File: src/rtl/hazard_ctrl.sv
// hazard_ctrl: pipeline hazard unit resolving branch flushes, multi-cycle EX stalls and load-use stalls.
// Hazard detection is same-cycle combinational; only the FSM state, stall counter and perf counters are registered.
module hazard_ctrl #(
    parameter logic [4:0] LOAD_OP   = 5'd3,
    parameter logic [4:0] BRANCH_OP = 5'd11,
    parameter logic [4:0] MULTI_OP  = 5'd7,
    parameter int         MULTI_LAT = 4
) (
    input  logic        clk,
    input  logic        rst,
    input  logic [4:0]  id_opcode,
    input  logic [8:0]  id_rs,
    input  logic [8:0]  id_rt,
    input  logic [4:0]  ex_opcode,
    input  logic [8:0]  ex_rd,
    input  logic        branch_taken,
    input  logic        clr_cnt,
    output logic        pc_en,
    output logic        ifid_en,
    output logic        idex_en,
    output logic        ifid_flush,
    output logic        idex_bubble,
    output logic        exmem_bubble,
    output logic [1:0]  state,
    output logic [15:0] stall_cnt,
    output logic [15:0] flush_cnt
);
    typedef enum logic [1:0] {RUN = 2'd0, MC_STALL = 2'd1, FLUSH = 2'd2} state_t;
    state_t     st;
    logic [3:0] cnt;
    logic       br, mc, lu, hold, stall, unused_id;
    assign unused_id = ^id_opcode;
    always_comb begin
        br    = st == RUN && ex_opcode == BRANCH_OP && branch_taken;
        mc    = st == RUN && !br && ex_opcode == MULTI_OP && MULTI_LAT > 1;
        lu    = st == RUN && !br && !mc && ex_opcode == LOAD_OP && ex_rd != '0 &&
                (ex_rd == id_rs || ex_rd == id_rt);
        hold  = st == MC_STALL && cnt != '0;
        stall = mc || hold;
        pc_en        = rst && !stall && !lu;
        ifid_en      = rst && !stall && !lu;
        idex_en      = rst && !stall;
        ifid_flush   = !rst || br || st == FLUSH;
        idex_bubble  = !rst || br || lu;
        exmem_bubble = !rst || stall;
    end
    // Reset wins over everything, including a stall or flush in progress.
    always_ff @(posedge clk) begin
        if (!rst) begin
            st        <= RUN;
            cnt       <= '0;
            stall_cnt <= '0;
            flush_cnt <= '0;
        end else begin
            st        <= br ? FLUSH : (mc || hold) ? MC_STALL : RUN;
            cnt       <= mc ? 4'(MULTI_LAT - 2) : hold ? cnt - 4'd1 : cnt;
            stall_cnt <= clr_cnt ? '0 : (!pc_en && stall_cnt != 16'hFFFF) ? stall_cnt + 16'd1 : stall_cnt;
            flush_cnt <= clr_cnt ? '0 : (br && flush_cnt != 16'hFFFF) ? flush_cnt + 16'd1 : flush_cnt;
        end
    end
    assign state = st;
endmodule

File: config.mk
export PLATFORM = sky130hd
export DESIGN_NAME = hazard_ctrl
export DESIGN_NICKNAME = d
export VERILOG_FILES = /design/src/rtl/hazard_ctrl.sv
export SDC_FILE = /design/constraint.sdc
export NUM_CORES = 1
export LEC_CHECK = 0
export CAP_MARGIN = 20
export CORE_AREA = 2 2 79 81
export CTS_BUF_LIST = sky130_fd_sc_hd__clkbuf_8
export DETAILED_ROUTE_END_ITERATION = 16
export DIE_AREA = 0 0 81 83
export PLACE_DENSITY = 0.74
export SLEW_MARGIN = 20
export SYNTH_ARGS = -nofsm -noshare
export SYNTH_HDL_FRONTEND = slang
export SYNTH_SLANG_ARGS = --single-unit
export TNS_END_PERCENT = 5
File: constraint.sdc
create_clock -name clk -period 5.35 [get_ports clk]
set_input_delay 1.07 -clock clk [delete_from_list [all_inputs] [get_ports clk]]
set_output_delay 1.07 -clock clk [all_outputs]
set_load 0.01 [all_outputs]
* After elaboration in Yosys (flattened, before gate mapping) *
Index checks and enable logic that the tools add are counted.

storage, ports and cells
  bits in registers = 38
  input bits = 41
  output and inout port bits = 40
  word-level logic and storage cells = 55

cells by class
  add/sub/neg operators = 3
  eq/ne operators = 9
  mux-type cells = 4
  bitwise operators = 1
  reduce and logical (&&, ||, !) cells = 32

operators with widths
  kind                     number
  $add A16 B1 Y16 const B  2
  $ne A16 B16 Y1 const B   2
  $eq A9 B9 Y1             2
  $logic_and A1 B1 Y1      13
  $reduce_bool A9 Y1       1
  $logic_not A1 Y1         6
  $logic_or A1 B1 Y1       6
  $mux W2                  3
  $reduce_or A2 Y1         3
  $eq A5 B2 Y1 const B     1
  $eq A5 B3 Y1 const B     1
  $eq A5 B4 Y1 const B     1
  $reduce_bool A4 Y1       1
  $sub A4 B1 Y4 const B    1
  $eq A2 B1 Y1 const B     1
  $eq A2 B2 Y1 const B     1
  $logic_not A2 Y1         1
  $reduce_bool A2 Y1       1
  $mux W1                  1
  $not A1 Y1               1

* Longest topological paths before layout *
Gate-level depths: netlist (run 1).

  word-level depth = 15
  depth in mapped cells = 9
  mapped depth without buffers = 8

* Worst setup path before layout (run 1) *
Ideal clock, no wire load.

  path type = in2out
  start point = input port ex_rd[5]
  end point = output port pc_en
  data arrival time = 2330 ps
  required time = 4280 ps
  setup slack = 1950 ps
  stages on the path = 6
  path buffers = 1
  path through = or4_1 -> nor3_1 -> a2111oi_2 -> o21ai_2 -> and2_1 -> buf_4

between the ends
  longest elaborated chain between the ends = 5
  elaborated cells on any way between the ends = 8
  those cells by class = 2 x eq/ne; 6 x reduce/logical

ends and longest elaborated chain
  element                                                    line    text
  from (decl)                                                15      input logic [8:0] ex_rd,
  $eq A9 B9 Y1 or $reduce_bool A9 Y1 (tied branches)         37, 36
  $logic_or A1 B1 Y1 or $logic_and A1 B1 Y1 (tied branches)  37, 36
  $logic_and A1 B1 Y1 *                                      36      lu = st == RUN && !br && !mc && ex_opcode == LOAD_OP && ex_rd != '0 &&
  $logic_not A1 Y1 *                                         -
  $logic_and A1 B1 Y1 *                                      -
  to (decl)                                                  18      output logic pc_en,

Mark *: on every way between the ends. The rest lies on a longest branch, timed or not.

* Worst setup path after layout (run 1) *
  start point = input port ex_rd[5]
  end point = output port idex_bubble

between the ends
  longest elaborated chain between the ends = 4
  elaborated cells on any way between the ends = 7
  those cells by class = 2 x eq/ne; 5 x reduce/logical

ends and longest elaborated chain
  element                                                    line    text
  $eq A9 B9 Y1 or $reduce_bool A9 Y1 (tied branches)         37, 36
  $logic_or A1 B1 Y1 or $logic_and A1 B1 Y1 (tied branches)  37, 36
  $logic_and A1 B1 Y1 *                                      36
  $logic_or A1 B1 Y1 *                                       44      idex_bubble = !rst || br || lu;
  to (decl)                                                  22      output logic idex_bubble,

Marks and branches as above.

==> results of run 1 <==
## flip-flops by register name, indices dropped and copies added (netlist names)
name	count
cnt	4
flush_cnt	16
stall_cnt	16
state	2
## worst max path at each step
stage,from,endpoint,depth (start not counted)
final,ex_rd[5],idex_bubble,8
after global routing,ex_rd[5],idex_bubble,8
after CTS,ex_rd[5],idex_bubble,8
after detailed placement,ex_rd[5],idex_bubble,8
after global placement,ex_rd[5],idex_bubble,8
after floorplan,ex_rd[5],pc_en,6
## power by group through the flow
stage / registers (mW) / logic (mW) / clock network (mW)
floorplan: 0.291 / 0.0303 / 0
global placement: 0.291 / 0.0715 / 0
detailed placement: 0.291 / 0.0728 / 0
CTS: 0.285 / 0.0730 / 0.216
global route: 0.285 / 0.0787 / 0.227
finish: 0.285 / 0.0724 / 0.206
## cell type report
class                   count  area (um^2)  share of cell area [%]
flip-flops and latches     38          761                    23.9
multi-input cells         223         1430                    44.8
clock buffers               6         82.6                    2.60
inverters                   8         30.0                   0.945
repair buffers             78          773                    24.3
clock inverters             2         12.5                   0.394
well taps                  75         93.8                    2.95
## metal layers
layer,vias to the layer above,GRT usage [%],wire (um)
li1,1136,-,-
met1,1034,22.0,2570
met2,46,28.1,2670
met3,4,3.37,234
met4,0,5.24,42
met5,-,0,0
## critical path, delay by kind of cell
kind                   cells  cell delay (ns)
AOI/OAI and AO/OA          2             0.20
buffers and inverters      3             1.23
and+or+nand+nor            3             0.83
## cell families (layout without fill, tap and decap cells)
logic type,count (synthesis),in the layout
adder cells (fa/ha/maj),3,3
buffers and inverters,20,94
multiplexers,9,9
AND/OR/NAND/NOR,133,133
flip-flops,38,38
AO/OA/AOI/OAI,46,46
XOR/XNOR,32,32
## through the flow
| step | hold WS, ns | power (mW) | util [%] | worst slack [ns] |
|---|---|---|---|---|
| floorplan | 0.494 | 0.322 | - | 1.95 |
| global placement | 0.467 | 0.363 | 53.0 | 0.960 |
| detailed placement | 0.483 | 0.364 | 53.0 | 0.948 |
| CTS | 0.497 | 0.573 | 54.6 | 0.946 |
| global route | 0.515 | 0.590 | 54.6 | 0.809 |
| finish | 0.489 | 0.563 | 54.6 | 0.958 |
## cell usage after synthesis, types with 3 or more instances
master    number  area share (%)
a2111o_1       6             3.0
nand4_1       10             2.8
mux2i_1        9             4.0
nor2b_1        3            0.83
o21ai_0       10             2.2
clkbuf_1       6            0.99
and3_1         4             1.1
dfxtp_1       38              33
or3_1          4             1.1
xor2_1        10             3.9
ha_1           3             1.7
inv_1          8             1.3
nand2_1       32             5.3
nand3_1       19             4.2
nor3_1         8             1.8
xnor2_1       22             8.5
nand2b_1       9             2.5
and4_1         4             1.5
a21oi_1       15             3.3
a211oi_1       3            0.99
buf_2          5             1.1
nor2_1        23             3.8
==> impl_metrics.yaml, run 1 <==
synth:
  synthesis.nets: 325
  synth_top_family_by_area: "simple AND/OR/NAND/NOR gates"
  synth_edf_count: 0
  yosysWarnings: 0
  async_flop_share_pct: 0
  synth_cell_types: 46
  synth_area_um2: 2270
  synth-xor-area-share_pct: 12.3
  post_synth_mux_area_share_pct: 3.97
  syn_avg_cell_area_um2: 8.08
  ys.flop_type: "dfxtp_1"
  synth-simple-area-share_pct: 30.7
  yosysSeqAreaShare_pct: 33.5
  yosys_register_bits: 38
  synth_compound_area_share_pct: 14.0
  syn-instance-count: 281
  synthAdderAreaFrac_pct: 1.65
clock_tree:
  numCtsBuffers: 5
  hold_buffers: 0
  h-tree-depth: 2
  clkLatencyLatePin_ns: 0.29
  cts_tree: "built"
  root_buffer: "clkbuf_8"
  clkSlewWorstSetupHoldPaths_ns: 0.08
  post_cts_buffers: 0
  cts_resized: 0
  clockBufferDepth: 2
  cts_num_sinks: 38
worst_setup_path:
  rrSetupSlack_ns: 3.21
  cp_max_fo: 23
  worstSetupPathType: "in -> out"
  crit_top_cell: "clkdlybuf4s50_1"
  cpMaxStageDelayCell: "or4_1"
  worstPathCellList: "clkdlybuf4s50_1 > or4_1 > nor3_1 > a2111oi_2 > o21ai_2 > buf_4 > nand2_1 > clkdlybuf4s50_1"
  worst_r2r_path_depth: 8
  arrival_ns: 3.32
  cp.required_ns: 4.28
  cp_slowest_stage_delay_ns: 0.54
  r2r_end: "stall_cnt[0]"
  start_kind: "input port"
  r2r-start: "state[0]"
  endpoint_kind: "output pin"
routing:
  drt_first_pass_iters: 4
  drt-initial-drc-count: 51
  wl_per_cell_um: 12.8
  vias_per_cell: 5.16
  route.detailed.drc: 0
  vias: 2220
  antenna_left: 0
  wl_um: 5520
power:
  p_leak_nw: 1.04
  power_density_nw_per_um2: 177
  switchingPower_mw: 0.134
  p_comb_share_pct: 12.9
  power_switching_share_pct: 23.7
  seq_power_share_pct: 50.5
  pwr-share-clk_pct: 36.6
  power.internal_mw: 0.430
  peakVddDrop_mv: 0.130
worst_hold_path:
  hold_path_end: "stall_cnt[15]"
  hp-start: "stall_cnt[15]"
  hold_path_class: "reg -> reg"
  worstHoldPathCells: 2
global_route:
  track_usage_pct: 17.0
  grt_max_degree: 24
  grt_remaining_overflow: 0
  grt_pass1_wl_um: 9310
  antenna_found_initial: 0
  grt_pass1_vias: 2088
sta:
  finalClockSkew_ns: 0.00432
  slew_viol_final: 0
  setup_viol: 0
  worst_pin_slew_ns: 0.915
  max_slew_margin_pct: 39.0
  period_share_pct: 82.1
  min_period_ns: 4.39
  clock.fmax_mhz: 228
  final_hold_viol_count: 0
  setup_tns_ns: 0
  rsz0062_at_grt: "false"
final_layout:
  fill_cells: 569
  instances_no_fill: 430
  antenna_cells: 0
  layout_common_cells: "75 x clkdlybuf4s50_1, 38 x dfxtp_1, 32 x nand2_1"
  syn_to_final_growth_pct: 39.9
  mostFrequentLayoutCell: "clkdlybuf4s50_1"
  final_layout_size_suffix_gt1_share_pct: 5.92
  stdcell_area_um2: 3180
  nets: 398
placement:
  dp_hpwl_um: 4180
  gp_congestion: 0.846
  dp_cells: 422
  port_buffers: 75
  placed_area_um2: 3080
run_status:
  status: "complete, no violations"
floorplanning:
  ios: 81
  initial_core_util_pct: 39.0
  coreArea_um2: 5820
  row_count: 28
  dieArea_um2: 6720
  chipWidth_um: 81
  die_y_um: 83
run:
  max_cap_viol_count: 0
Power figures use the tool's default switching activity.
==> inputs of run 2 (changes only) <==
--- a/config.mk
+++ b/config.mk
@@ -10,7 +10,7 @@
 export CTS_BUF_LIST = sky130_fd_sc_hd__clkbuf_8
 export DETAILED_ROUTE_END_ITERATION = 16
 export DIE_AREA = 0 0 81 83
-export PLACE_DENSITY = 0.74
+export PLACE_DENSITY = 0.77
 export SLEW_MARGIN = 20
 export SYNTH_ARGS = -nofsm -noshare
 export SYNTH_HDL_FRONTEND = slang
==> constraint.sdc (replaced) <==
create_clock -name clk -period 3.55 [get_ports clk]
set_input_delay 0.71 -clock clk [delete_from_list [all_inputs] [get_ports clk]]
set_output_delay 0.71 -clock clk [all_outputs]
set_load 0.01 [all_outputs]
==> impl_metrics.yaml, run 2 (synthesized netlist as in run 1, its figures left out) <==
global_route:
  antenna_found_initial: 0
  track_usage_pct: 17.3
  grt_pass1_wl_um: 9460
  grt_max_degree: 24
  grt_pass1_vias: 2113
  grt_remaining_overflow: 0
sta:
  worst_pin_slew_ns: 0.897
  period_share_pct: 97.1
  max_slew_margin_pct: 40.2
  slew_viol_final: 0
  setup_tns_ns: 0
  hold_slack_ns: 0.484
  final_hold_viol_count: 0
  finalClockSkew_ns: 0.00566
  min_period_ns: 3.45
  setup_viol: 0
  clock.fmax_mhz: 290
  rsz0062_at_grt: "false"
worst_setup_path:
  start_kind: "input port"
  cp_max_fo: 3
  cp_slowest_stage_delay_ns: 0.55
  arrival_ns: 2.74
  worstSetupPathType: "in -> out"
  cp.required_ns: 2.84
  worstPathCellList: "clkdlybuf4s50_1 > or4_1 > nor3_2 > a2111oi_2 > o21ai_2 > and2_1 > clkdlybuf4s50_1"
  cpMaxStageDelayCell: "or4_1"
  crit_top_cell: "clkdlybuf4s50_1"
  endpoint_kind: "output pin"
floorplanning:
  ios: 81
  dieArea_um2: 6720
  chipWidth_um: 81
  initial_core_util_pct: 39.0
  die_y_um: 83
  coreArea_um2: 5820
  row_count: 28
clock_tree:
  clkSlewWorstSetupHoldPaths_ns: 0.07
  cts_tree: "built"
  clockBufferDepth: 2
  hold_buffers: 0
  h-tree-depth: 2
  numCtsBuffers: 5
  root_buffer: "clkbuf_8"
  cts_num_sinks: 38
  clkLatencyLatePin_ns: 0.29
routing:
  drt-initial-drc-count: 92
  vias_per_cell: 5.17
  antenna_left: 0
  drt_first_pass_iters: 4
  wl_per_cell_um: 13.0
  wl_um: 5670
  vias: 2261
  route.detailed.drc: 0
worst_hold_path:
  hold_path_class: "reg -> reg"
power:
  power_density_nw_per_um2: 264
  p_leak_nw: 1.07
  peakVddDrop_mv: 0.138
placement:
  port_buffers: 75
  gp_congestion: 0.840
  dp_hpwl_um: 4290
  dp_cells: 429
final_layout:
  reg.largest.list: "flush_cnt (16), stall_cnt (16), cnt (4)"
  nets: 405
  layout_common_cells: "75 x clkdlybuf4s50_1, 38 x dfxtp_1, 32 x nand2_1"
  instances_no_fill: 437
  final_layout_size_suffix_gt1_share_pct: 8.56
  ff_latch_area_um2: 761
  multi_input_comb_area_um2: 1440
  syn_to_final_growth_pct: 42.9
  antenna_cells: 0
  mostFrequentLayoutCell: "clkdlybuf4s50_1"
  fill_cells: 559
run_status:
  status: "complete, no violations"
run:
  max_cap_viol_count: 0
==> run 2: cell count changes in the layout (fill, tap and decap cells not counted), sizes merged <==
cell,delta
buf,+7
==> run 2: path summary, 6_finish.rpt <==
kind                 startpoint            end  slack, ns  cells after the start
setup reg to reg         cnt[0]   stall_cnt[1]       1.36                      9
hold / removal    stall_cnt[15]  stall_cnt[15]       0.48                      2
setup / recovery       ex_rd[5]          pc_en       0.10                      7
hold reg to reg   stall_cnt[15]  stall_cnt[15]       0.48                      2
==> run 2: report_power, final <==
| group | total (mW) | internal (mW) | leakage (nW) | switching, mW |
|---|---|---|---|---|
| Clock | 0.312 | 0.156 | 0.0472 | 0.156 |
| Combinational | 0.116 | 0.0681 | 0.720 | 0.0474 |
| Sequential | 0.429 | 0.427 | 0.306 | 0.00202 |
==> run 2: layout make-up <==
| cell class | count | area share [%] |
|---|---|---|
| clock buffer | 6 | 2.54 |
| multi-input combinational | 223 | 44.4 |
| clock inverter | 2 | 0.386 |
| tap | 75 | 2.89 |
| inverter | 8 | 0.925 |
| timing repair buffer | 85 | 25.4 |
| sequential | 38 | 23.4 |
==> run 2: per-stage QoR <==
step	power, mW	utilization (%)	setup WS [ns]	cell area (um^2)
floorplan	0.485	-	0.870	2270
global placement	0.552	53.9	0.0252	3140
detailed placement	0.554	53.9	0.000692	3140
CTS	0.869	55.6	0.0716	3240
global route	0.898	55.8	0.00550	3250
finish	0.857	55.8	0.103	3250
==> run 2: repair_timing <==
action | 4_1_cts | 5_1_grt
endpoints found under the setup margin | 1 | 3
setup buffers | 0 | 0
resized for setup | 1 | 2
==> run 2: metal layers <==
metal	track usage [%]	up-vias	wire length, um
met1	22.6	1050	2560
met4	5.39	0	19
met2	28.2	52	2860
met5	0	-	0
li1	-	1157	-
met3	3.59	2	226
==> run 2: worst max-delay path: cells and delay by family <==
family          cells  cell delay [ns]
simple gates        3             0.89
compound gates      2             0.19
buf+inv             2             0.95
==> inputs of run 3 (changes only) <==
==> constraint.sdc (replaced) <==
create_clock -name clk -period 3.55 [get_ports clk]
set_input_delay 0.8875 -clock clk [delete_from_list [all_inputs] [get_ports clk]]
set_output_delay 0.8875 -clock clk [all_outputs]
set_load 0.01 [all_outputs]
==> impl_metrics.yaml, run 3 (synthesized netlist as in run 1, its figures left out) <==
sta:
  setup_viol: 0
  setup_ws_ns: 0.0677
  rsz0062_at_grt: "true"
  min_period_ns: 3.48
  slew_viol_final: 0
  final_hold_viol_count: 0
  hold_slack_ns: 0.488
  worst_pin_slew_ns: 0.893
  finalClockSkew_ns: 0.0104
  period_share_pct: 98.1
  max_slew_margin_pct: 40.5
  clock.fmax_mhz: 287
routing:
  wl_per_cell_um: 13.0
  wl_um: 5750
  drt_first_pass_iters: 4
  route.detailed.drc: 0
  drt-initial-drc-count: 82
  vias_per_cell: 5.15
  vias: 2280
  antenna_left: 0
final_layout:
  antenna_cells: 0
  final_layout_size_suffix_gt1_share_pct: 12.2
  mostFrequentLayoutCell: "clkdlybuf4s50_1"
  syn_to_final_growth_pct: 46.2
  layout_common_cells: "70 x clkdlybuf4s50_1, 38 x dfxtp_1, 32 x nand2_1"
  fill_cells: 546
  reg.largest.list: "flush_cnt (16), stall_cnt (16), cnt (4)"
  instances_no_fill: 443
  nets: 411
worst_setup_path:
  cp_max_fo: 3
  endpoint_kind: "output pin"
  r2r_end: "stall_cnt[1]"
  rrSetupSlack_ns: 1.33
  arrival_ns: 2.59
  r2r-start: "cnt[0]"
  crit_top_cell: "clkdlybuf4s50_1"
  start_kind: "input port"
  worstSetupPathType: "in -> out"
  cp_slowest_stage_delay_ns: 0.54
  worstPathCellList: "clkdlybuf4s50_1 > and3b_1 > and4_1 > nor2b_2 > o21ai_0 > clkdlybuf4s50_1"
  cp.required_ns: 2.66
  cpMaxStageDelayCell: "clkdlybuf4s50_1"
  worst_r2r_path_depth: 10
clock_tree:
  h-tree-depth: 2
  clockBufferDepth: 2
  hold_buffers: 0
  clkSlewWorstSetupHoldPaths_ns: 0.08
  cts_num_sinks: 38
  clkLatencyLatePin_ns: 0.29
  root_buffer: "clkbuf_8"
  cts_tree: "built"
  numCtsBuffers: 5
placement:
  port_buffers: 75
  gp_congestion: 0.812
  dp_hpwl_um: 4300
  pre_cts_ws_ns: -0.359
  dp_cells: 434
power:
  power_density_nw_per_um2: 262
  peakVddDrop_mv: 0.138
  p_leak_nw: 1.13
worst_hold_path:
  worstHoldPathCells: 2
  hold_path_end: "stall_cnt[15]"
  hp-start: "stall_cnt[15]"
  hold_path_class: "reg -> reg"
floorplanning:
  row_count: 28
  die_y_um: 83
  coreArea_um2: 5820
  ios: 81
  dieArea_um2: 6720
  chipWidth_um: 81
  initial_core_util_pct: 39.0
global_route:
  grt_remaining_overflow: 0
  grt_pass1_vias: 2094
  track_usage_pct: 17.6
  antenna_found_initial: 0
  grt_pass1_wl_um: 9620
  grt_max_degree: 24
run_status:
  status: "complete, no violations"
run:
  max_cap_viol_count: 0
## run 3: area by class of cell
class | instances | area (um^2) | area share, %
Clock inverter | 2 | 12.5 | 0.377
Clock buffer | 6 | 82.6 | 2.49
Multi-Input combinational cell | 223 | 1480 | 44.7
Sequential cell | 38 | 761 | 22.9
Tap cell | 75 | 93.8 | 2.83
Timing Repair Buffer | 91 | 857 | 25.8
Inverter | 8 | 30.0 | 0.905
## run 3: per-stage QoR
step	instance area [um^2]	utilization (%)	power [mW]	setup TNS, ns
global route	3320	57.1	0.907	-0.0116
global placement	3170	54.6	0.556	-0.926
floorplan	2270	-	0.485	0
finish	3320	57.1	0.868	0
CTS	3290	56.6	0.874	-0.000812
detailed placement	3170	54.6	0.558	-0.983
## run 3: timing repair
action                     in CTS  in global routing
setup endpoints to repair       4                  5
buffers inserted                0                  1
gates resized for setup         9                 13
pin swaps                       3                  4
## run 3: worst max-delay path by stage
| stage | start | endpoint | slack [ns] | depth (start not counted) |
|---|---|---|---|---|
| floorplan | ex_rd[5] | pc_en | 0.51 | 6 |
| global placement | ex_rd[6] | pc_en | -0.33 | 7 |
| detailed placement | ex_rd[5] | pc_en | -0.36 | 7 |
| CTS | ex_rd[6] | idex_bubble | -0.0008 | 8 |
| global route | ex_rd[7] | ifid_en | -0.01 | 7 |
| finish | ex_opcode[2] | ifid_flush | 0.07 | 6 |
## run 3: metal layers
metal / up-vias / global-route usage [%] / wire (um)
li1: 1170 / - / -
met4: 0 / 4.16 / 61
met1: 1059 / 23.5 / 2650
met3: 6 / 3.04 / 187
met5: - / 0 / 0
met2: 45 / 29.3 / 2850
## run 3: where the power goes
| group | leakage [nW] | internal [mW] | total (mW) | switching [mW] |
|---|---|---|---|---|
| combinational | 0.777 | 0.0719 | 0.123 | 0.0515 |
| clock | 0.0472 | 0.156 | 0.316 | 0.160 |
| sequential | 0.306 | 0.427 | 0.429 | 0.00192 |
## run 3: worst max-delay path: cells and delay by family
kind / cells / cell delay (ns)
AOI/OAI and AO/OA: 1 / 0.10
and+or+nand+nor: 3 / 0.59
buffers and inverters: 2 / 1.02
